[src/rtl/i2c_txn_ctrl.sv]
// I2C transaction sequencer: takes one command and walks the start, byte and stop
// generators through a complete transfer, streaming write data in and read data out.
module i2c_txn_ctrl #(
   parameter int LEN_W    = 8,
   parameter int WDOG_CYC = 100_000
) (
   input  logic             i_clk,
   input  logic             i_rst,
   input  logic             i_cmd_valid,
   output logic             o_cmd_ready,
   input  logic [6:0]       i_cmd_addr,
   input  logic             i_cmd_rw,
   input  logic [LEN_W-1:0] i_cmd_len,
   input  logic [7:0]       i_wdata,
   input  logic             i_wdata_valid,
   output logic             o_wdata_ready,
   output logic [7:0]       o_rdata,
   output logic             o_rdata_valid,
   output logic             o_start_req,
   input  logic             i_start_ready,
   input  logic             i_start_done,
   output logic             o_byte_req,
   input  logic             i_byte_ready,
   input  logic             i_byte_done,
   output logic [7:0]       o_byte_data,
   output logic             o_byte_rd,
   output logic             o_byte_mack,
   input  logic             i_byte_nack,
   input  logic [7:0]       i_byte_rdata,
   output logic             o_stop_req,
   input  logic             i_stop_ready,
   input  logic             i_stop_done,
   output logic             o_busy,
   output logic             o_done,
   output logic             o_err_nack,
   output logic             o_err_tmo
);

   localparam int WD_W = $clog2(WDOG_CYC + 1);
   localparam logic [WD_W-1:0] WD_LAST = WD_W'(WDOG_CYC - 1);

   typedef enum logic [2:0] {
      S_IDLE, S_START, S_ADDR, S_WFETCH, S_WBYTE, S_RBYTE, S_STOP, S_DONE
   } state_t;

   state_t            state, state_next;
   logic              req_on;
   logic [WD_W-1:0]   wdog;
   logic [6:0]        addr;
   logic              rw;
   logic [LEN_W-1:0]  rem;
   logic [7:0]        wbyte;

   logic phase_ready, phase_done, in_phase;
   logic accept, waiting, done_ev, expire, enter_phase;

   always_ff @(posedge i_clk) begin
      if (i_rst) state <= S_IDLE;
      else       state <= state_next;
   end

   always_comb begin
      state_next    = state;
      phase_ready   = 1'b0;
      phase_done    = 1'b0;
      in_phase      = 1'b1;
      o_cmd_ready   = 1'b0;
      o_start_req   = 1'b0;
      o_byte_req    = 1'b0;
      o_stop_req    = 1'b0;
      o_byte_data   = 8'h00;
      o_byte_rd     = 1'b0;
      o_byte_mack   = 1'b0;
      o_wdata_ready = 1'b0;
      o_done        = 1'b0;

      case (state)
         S_IDLE: begin
            in_phase    = 1'b0;
            o_cmd_ready = 1'b1;
         end
         S_START: begin
            phase_ready = i_start_ready;
            phase_done  = i_start_done;
            o_start_req = req_on;
         end
         S_ADDR: begin
            phase_ready = i_byte_ready;
            phase_done  = i_byte_done;
            o_byte_req  = req_on;
            o_byte_data = {addr, rw};
         end
         S_WFETCH: begin
            in_phase      = 1'b0;
            o_wdata_ready = i_wdata_valid;
         end
         S_WBYTE: begin
            phase_ready = i_byte_ready;
            phase_done  = i_byte_done;
            o_byte_req  = req_on;
            o_byte_data = wbyte;
         end
         S_RBYTE: begin
            phase_ready = i_byte_ready;
            phase_done  = i_byte_done;
            o_byte_req  = req_on;
            o_byte_rd   = 1'b1;
            o_byte_mack = (rem != LEN_W'(1));
         end
         S_STOP: begin
            phase_ready = i_stop_ready;
            phase_done  = i_stop_done;
            o_stop_req  = req_on;
         end
         S_DONE: begin
            in_phase = 1'b0;
            o_done   = 1'b1;
         end
         default: in_phase = 1'b0;
      endcase

      // The watchdog only runs once the generator has accepted; done beats expiry.
      accept  = in_phase & req_on & phase_ready;
      waiting = in_phase & ~req_on;
      done_ev = waiting & phase_done;
      expire  = waiting & ~phase_done & (wdog == WD_LAST);

      case (state)
         S_IDLE:   if (i_cmd_valid) state_next = S_START;
         S_START: begin
            if (done_ev)     state_next = S_ADDR;
            else if (expire) state_next = S_STOP;
         end
         S_ADDR: begin
            if (done_ev) begin
               if (i_byte_nack || rem == '0) state_next = S_STOP;
               else if (rw)                 state_next = S_RBYTE;
               else                         state_next = S_WFETCH;
            end else if (expire) begin
               state_next = S_STOP;
            end
         end
         S_WFETCH: if (i_wdata_valid) state_next = S_WBYTE;
         S_WBYTE: begin
            if (done_ev)     state_next = (i_byte_nack || rem == LEN_W'(1)) ? S_STOP : S_WFETCH;
            else if (expire) state_next = S_STOP;
         end
         S_RBYTE: begin
            if (done_ev)     state_next = (rem == LEN_W'(1)) ? S_STOP : S_RBYTE;
            else if (expire) state_next = S_STOP;
         end
         S_STOP:   if (done_ev || expire) state_next = S_DONE;
         S_DONE:   state_next = S_IDLE;
         default:  state_next = S_IDLE;
      endcase

      // A read byte that loops back into RBYTE still counts as a fresh phase entry.
      enter_phase = (state_next inside {S_START, S_ADDR, S_WBYTE, S_RBYTE, S_STOP}) &&
                    ((state_next != state) || done_ev);
   end

   assign o_busy = (state != S_IDLE);

   always_ff @(posedge i_clk) begin
      if (i_rst) begin
         req_on        <= 1'b0;
         wdog          <= '0;
         addr          <= '0;
         rw            <= 1'b0;
         rem           <= '0;
         wbyte         <= '0;
         o_rdata       <= '0;
         o_rdata_valid <= 1'b0;
         o_err_nack    <= 1'b0;
         o_err_tmo     <= 1'b0;
      end else begin
         o_rdata_valid <= 1'b0;

         if (state == S_IDLE && i_cmd_valid) begin
            addr       <= i_cmd_addr;
            rw         <= i_cmd_rw;
            rem        <= i_cmd_len;
            o_err_nack <= 1'b0;
            o_err_tmo  <= 1'b0;
         end

         if (enter_phase)  req_on <= 1'b1;
         else if (accept)  req_on <= 1'b0;

         if (accept)                       wdog <= '0;
         else if (waiting && !phase_done)  wdog <= wdog + WD_W'(1);

         if (o_wdata_ready) wbyte <= i_wdata;

         // Terminal byte is detected at remaining==1, so the guard only stops a wrap.
         if (done_ev && (state == S_WBYTE || state == S_RBYTE) && rem != '0)
            rem <= rem - LEN_W'(1);

         if (done_ev && state == S_RBYTE) begin
            o_rdata       <= i_byte_rdata;
            o_rdata_valid <= 1'b1;
         end

         if (done_ev && i_byte_nack && (state == S_ADDR || state == S_WBYTE))
            o_err_nack <= 1'b1;

         if (expire) o_err_tmo <= 1'b1;
      end
   end

endmodule

[config.mk]
export PLATFORM = sky130hd
export DESIGN_NAME = i2c_txn_ctrl
export DESIGN_NICKNAME = d
export VERILOG_FILES = /design/src/rtl/i2c_txn_ctrl.sv
export SDC_FILE = /design/constraint.sdc
export NUM_CORES = 1
export LEC_CHECK = 0
export BUFFER_PORTS_ARGS = -buffer_cell sky130_fd_sc_hd__buf_4
export CAP_MARGIN = 20
export CELL_PAD_IN_SITES_DETAIL_PLACEMENT = 0
export CELL_PAD_IN_SITES_GLOBAL_PLACEMENT = 1
export CORE_AREA = 3 3 91 93
export CTS_CLUSTER_SIZE = 16
export DETAILED_ROUTE_END_ITERATION = 6
export DIE_AREA = 0 0 94 96
export PLACE_DENSITY = 0.86
export SLEW_MARGIN = 20
export SYNTH_ARGS = -nofsm -noshare
export SYNTH_HDL_FRONTEND = slang
export SYNTH_SLANG_ARGS = --single-unit
[constraint.sdc]
create_clock -name i_clk -period 2.6 [get_ports i_clk]
set_input_delay 0.26 -clock i_clk [delete_from_list [all_inputs] [get_ports i_clk]]
set_output_delay 0.26 -clock i_clk [all_outputs]
set_load 0.005 [all_outputs]
==> flow_summary.toml <==
[outcome]
status = "finished clean"

[route]
post-route-drc-count = 0
firstDrtPassIters = 5
initialDrtViolationCount = 241
viasPerCell = 5.13
wl_per_cell_um = 14.1
antenna_left = 0
via_count = 2772
routed_wl_mm = 7.63

[floorplan]
ios = 71
fp-row-count = 32
die_w_um = 94
initial_core_util = 0.374
dieArea_mm2 = 0.00902
coreArea_mm2 = 0.00761
die_y_um = 96

[clock_network]
h-tree-depth = 2
clock-sinks = 56
ctsHoldBuffers = 0
cts_root_buffer = "clkbuf_8"
clk_pin_slew_ns = 0.12
cts_resized = 0
cts_buffer_depth = 2
cts-buffers-inserted = 5
cts_setup_buffers = 0
cts_tree = "done"
clk_latency_ns = 0.33

[setup_path]
crit_buf_inv = 1
r2r_setup_slack_ns = 0.20
critPathKind = "flop to flop"
crit_path_end = "req_on$_SDFFE_PP0P_"
cpPeakStageDelay_ns = 0.43
rr_startpoint = "state[0]$_SDFF_PP0_"
worstPathRequired_ns = 2.83
worstSetupStartpoint = "state[0]$_SDFF_PP0_"
r2r-end = "req_on$_SDFFE_PP0P_"
worst_ep_arrival_time_ns = 2.63
crit_cells = 8
worstPathCellList = "buf_4 > or3_1 > nand3_1 > a311oi_1 > and3_1 > nor2_1 > a32o_1 > o31ai_1"
cp_top_family = "compound AO/OA/AOI/OAI gates"
cp-start-kind = "flop"
critPathMaxFanout = 26
r2r_cells = 8
end_kind = "flop"
crit_slowest_cell = "dfxtp_1"

[place]
portBuffers = 70
placed_cell_area_mm2 = 0.00353
hpwlAfterDp_mm = 5.73
place.gp.congestion = 0.817

[logic_synthesis]
synth_edf_count = 0
synth_compound_area_frac = 0.159
synth_fa_ha_area_frac = 0.0132
synth_top_family_by_area = "simple AND/OR/NAND/NOR gates"
synth-xor-area-share = 0.0585
ys_seq_area_frac = 0.394
synth_top_cell_by_area = "dfxtp_1"
synth.area.top_cells = "dfxtp_1, nand2_1, nor2_1, a21oi_1, xor2_1"
postSynthAreaPerCell_um2 = 7.83
yosysUniqueCellTypes = 53
ys_seq_elements = 56
synthFlopType = "dfxtp_1"
syn_area_mm2 = 0.00284
synth_nets = 409
synthMuxAreaShare = 0.0519
syn_inst = 363
synth_top_area_share = 0.394
yosys_warnings = 0
async_flop_share = 0
synth-simple-area-share = 0.284

[timing]
fin_crit_ns = 2.40
finalHoldViolations = 0
skew_ns = 0.0168
tightest_slew_ns = 0.578
rsz0062_at_grt = "false"
clock.fmax_mhz = 416
setup_tns_ns = 0
fin_crit_sh = 0.924
slew_headroom = 0.614
maxSlewViolCount = 0
finalSetupViolations = 0

[final_layout]
final_cell_area_mm2 = 0.00364
synthToLayoutAreaGrowth_pct = 28.2
final_nets = 483
diodes = 0
final_layout_size_suffix_gt1_frac = 0.228

[power_and_ir_drop]
ir_drop_mv = 0.190
leakagePower_nw = 1.53
p_per_area_mw_per_mm2 = 480

[global_route]
grt_pass1_vias = 2747
grt_first_pass_wirelength_mm = 12.7
grt_max_degree = 41
gr-total-overflow = 0
track_usage = 0.176
antenna_found_initial = 0

[run]
maxCapViolCount = 0

[worst_hold_path]
hp-class = "input port to flop"
min-delay-start = "i_byte_rdata[2]"
==> worst reg2reg max path: stages (launching register included) <==
cell	delay, ns
dfxtp_1	0.43
buf_4	0.30
or3_1	0.21
nand3_1	0.26
a311oi_1	0.43
and3_1	0.22
nor2_1	0.05
a32o_1	0.21
o31ai_1	0.20
==> cells by family (layout without fill, tap and decap cells) <==
| kind of cell | Yosys count | after routing |
|---|---|---|
| muxes | 11 | 11 |
| AOI/OAI and AO/OA | 72 | 72 |
| xor gates and xnor gates | 19 | 19 |
| buffers and inverters | 29 | 104 |
| adders and majority gates | 3 | 3 |
| and+or+nand+nor | 173 | 173 |
| DFF | 56 | 56 |
==> per-stage QoR <==
stage | hold WS [ns] | worst slack [ns] | utilization | cells | power, W
6_report | 0.151 | 0.198 | 0.479 | 540 | 0.00175
5_1_grt | 0.163 | 0.0290 | 0.479 | 540 | 0.00183
4_1_cts | 0.150 | 0.213 | 0.479 | 540 | 0.00176
3_5_place_dp | 0.449 | 0.226 | 0.464 | 532 | 0.00117
3_3_place_gp | 0.448 | 0.315 | 0.464 | 532 | 0.00116
2_1_floorplan | 0.396 | 0.438 | - | 363 | 0.00106
==> metal layers <==
layer / GRT usage / routed length [µm] / vias to the layer above
met4: 0.0710 / 148 / 0
met2: 0.299 / 3540 / 84
met3: 0.0500 / 542 / 16
li1: - / - / 1411
met1: 0.210 / 3400 / 1261
met5: 0 / 0 / -
==> state kept, by name, indices dropped and copies added, names as in the netlist <==
signal and count:
rw 1, wbyte 8, wdog 17, addr 7, o_err_nack 1, o_err_tmo 1, rem 8, state 3
req_on 1, o_rdata_valid 1, o_rdata 8
==> final cells by class <==
type	instances	area, µm²
Sequential cell	56	1120
Tap cell	102	128
Clock buffer	5	68.8
Clock inverter	3	46.3
Timing Repair Buffer	82	616
Fill cell	775	3960
Multi-Input combinational cell	278	1610
Inverter	14	52.6
==> layout by cell type (no fill, tap or decap), drive strengths merged, types with 2 or more instances in the layout <==
master   instances
buf             82
nand2           56
dfxtp           56
nor2            56
a21oi           35
nand3           16
inv             14
xor2            13
o21ai            9
a22oi            8
mux2i            8
nor4             7
nor3             7
and3             6
xnor2            6
and2             5
nor2b            5
clkbuf           5
nand4            4
or3              3
mux4             3
ha               3
nand2b           2
a31oi            2
o31ai            2
a2bb2oi          2
clkinv           2
nor3b            2
==> how the worst min path moves through the flow <==
stage	to	slack [ns]	cells after the start
finish	o_rdata[2]$_SDFFE_PP0P_	0.15	3
global route	o_rdata[0]$_SDFFE_PP0P_	0.16	3
CTS	o_rdata[0]$_SDFFE_PP0P_	0.15	3
detailed placement	wbyte[7]$_SDFFE_PP0P_	0.45	2
global placement	wbyte[7]$_SDFFE_PP0P_	0.45	2
floorplan	addr[0]$_SDFFE_PP0P_	0.40	2
==> power breakdown <==
part	total, W	leakage (nW)	internal [W]	switching (W)
Clock	0.000602	0.0600	0.000293	0.000309
Sequential	0.000899	0.454	0.000879	0.0000196
Combinational	0.000249	1.01	0.000117	0.000132
==> synthesized netlist by cell type (7+ instances only) <==
| library cell | instances |
|---|---|
| a21oi_1 | 35 |
| a22oi_1 | 8 |
| clkbuf_1 | 12 |
| dfxtp_1 | 56 |
| inv_1 | 12 |
| mux2i_1 | 8 |
| nand2_1 | 56 |
| nand3_1 | 15 |
| nor2_1 | 54 |
| nor3_1 | 7 |
| nor4_1 | 7 |
| o21ai_0 | 7 |
| xor2_1 | 13 |
Power figures use the tool's default switching activity.
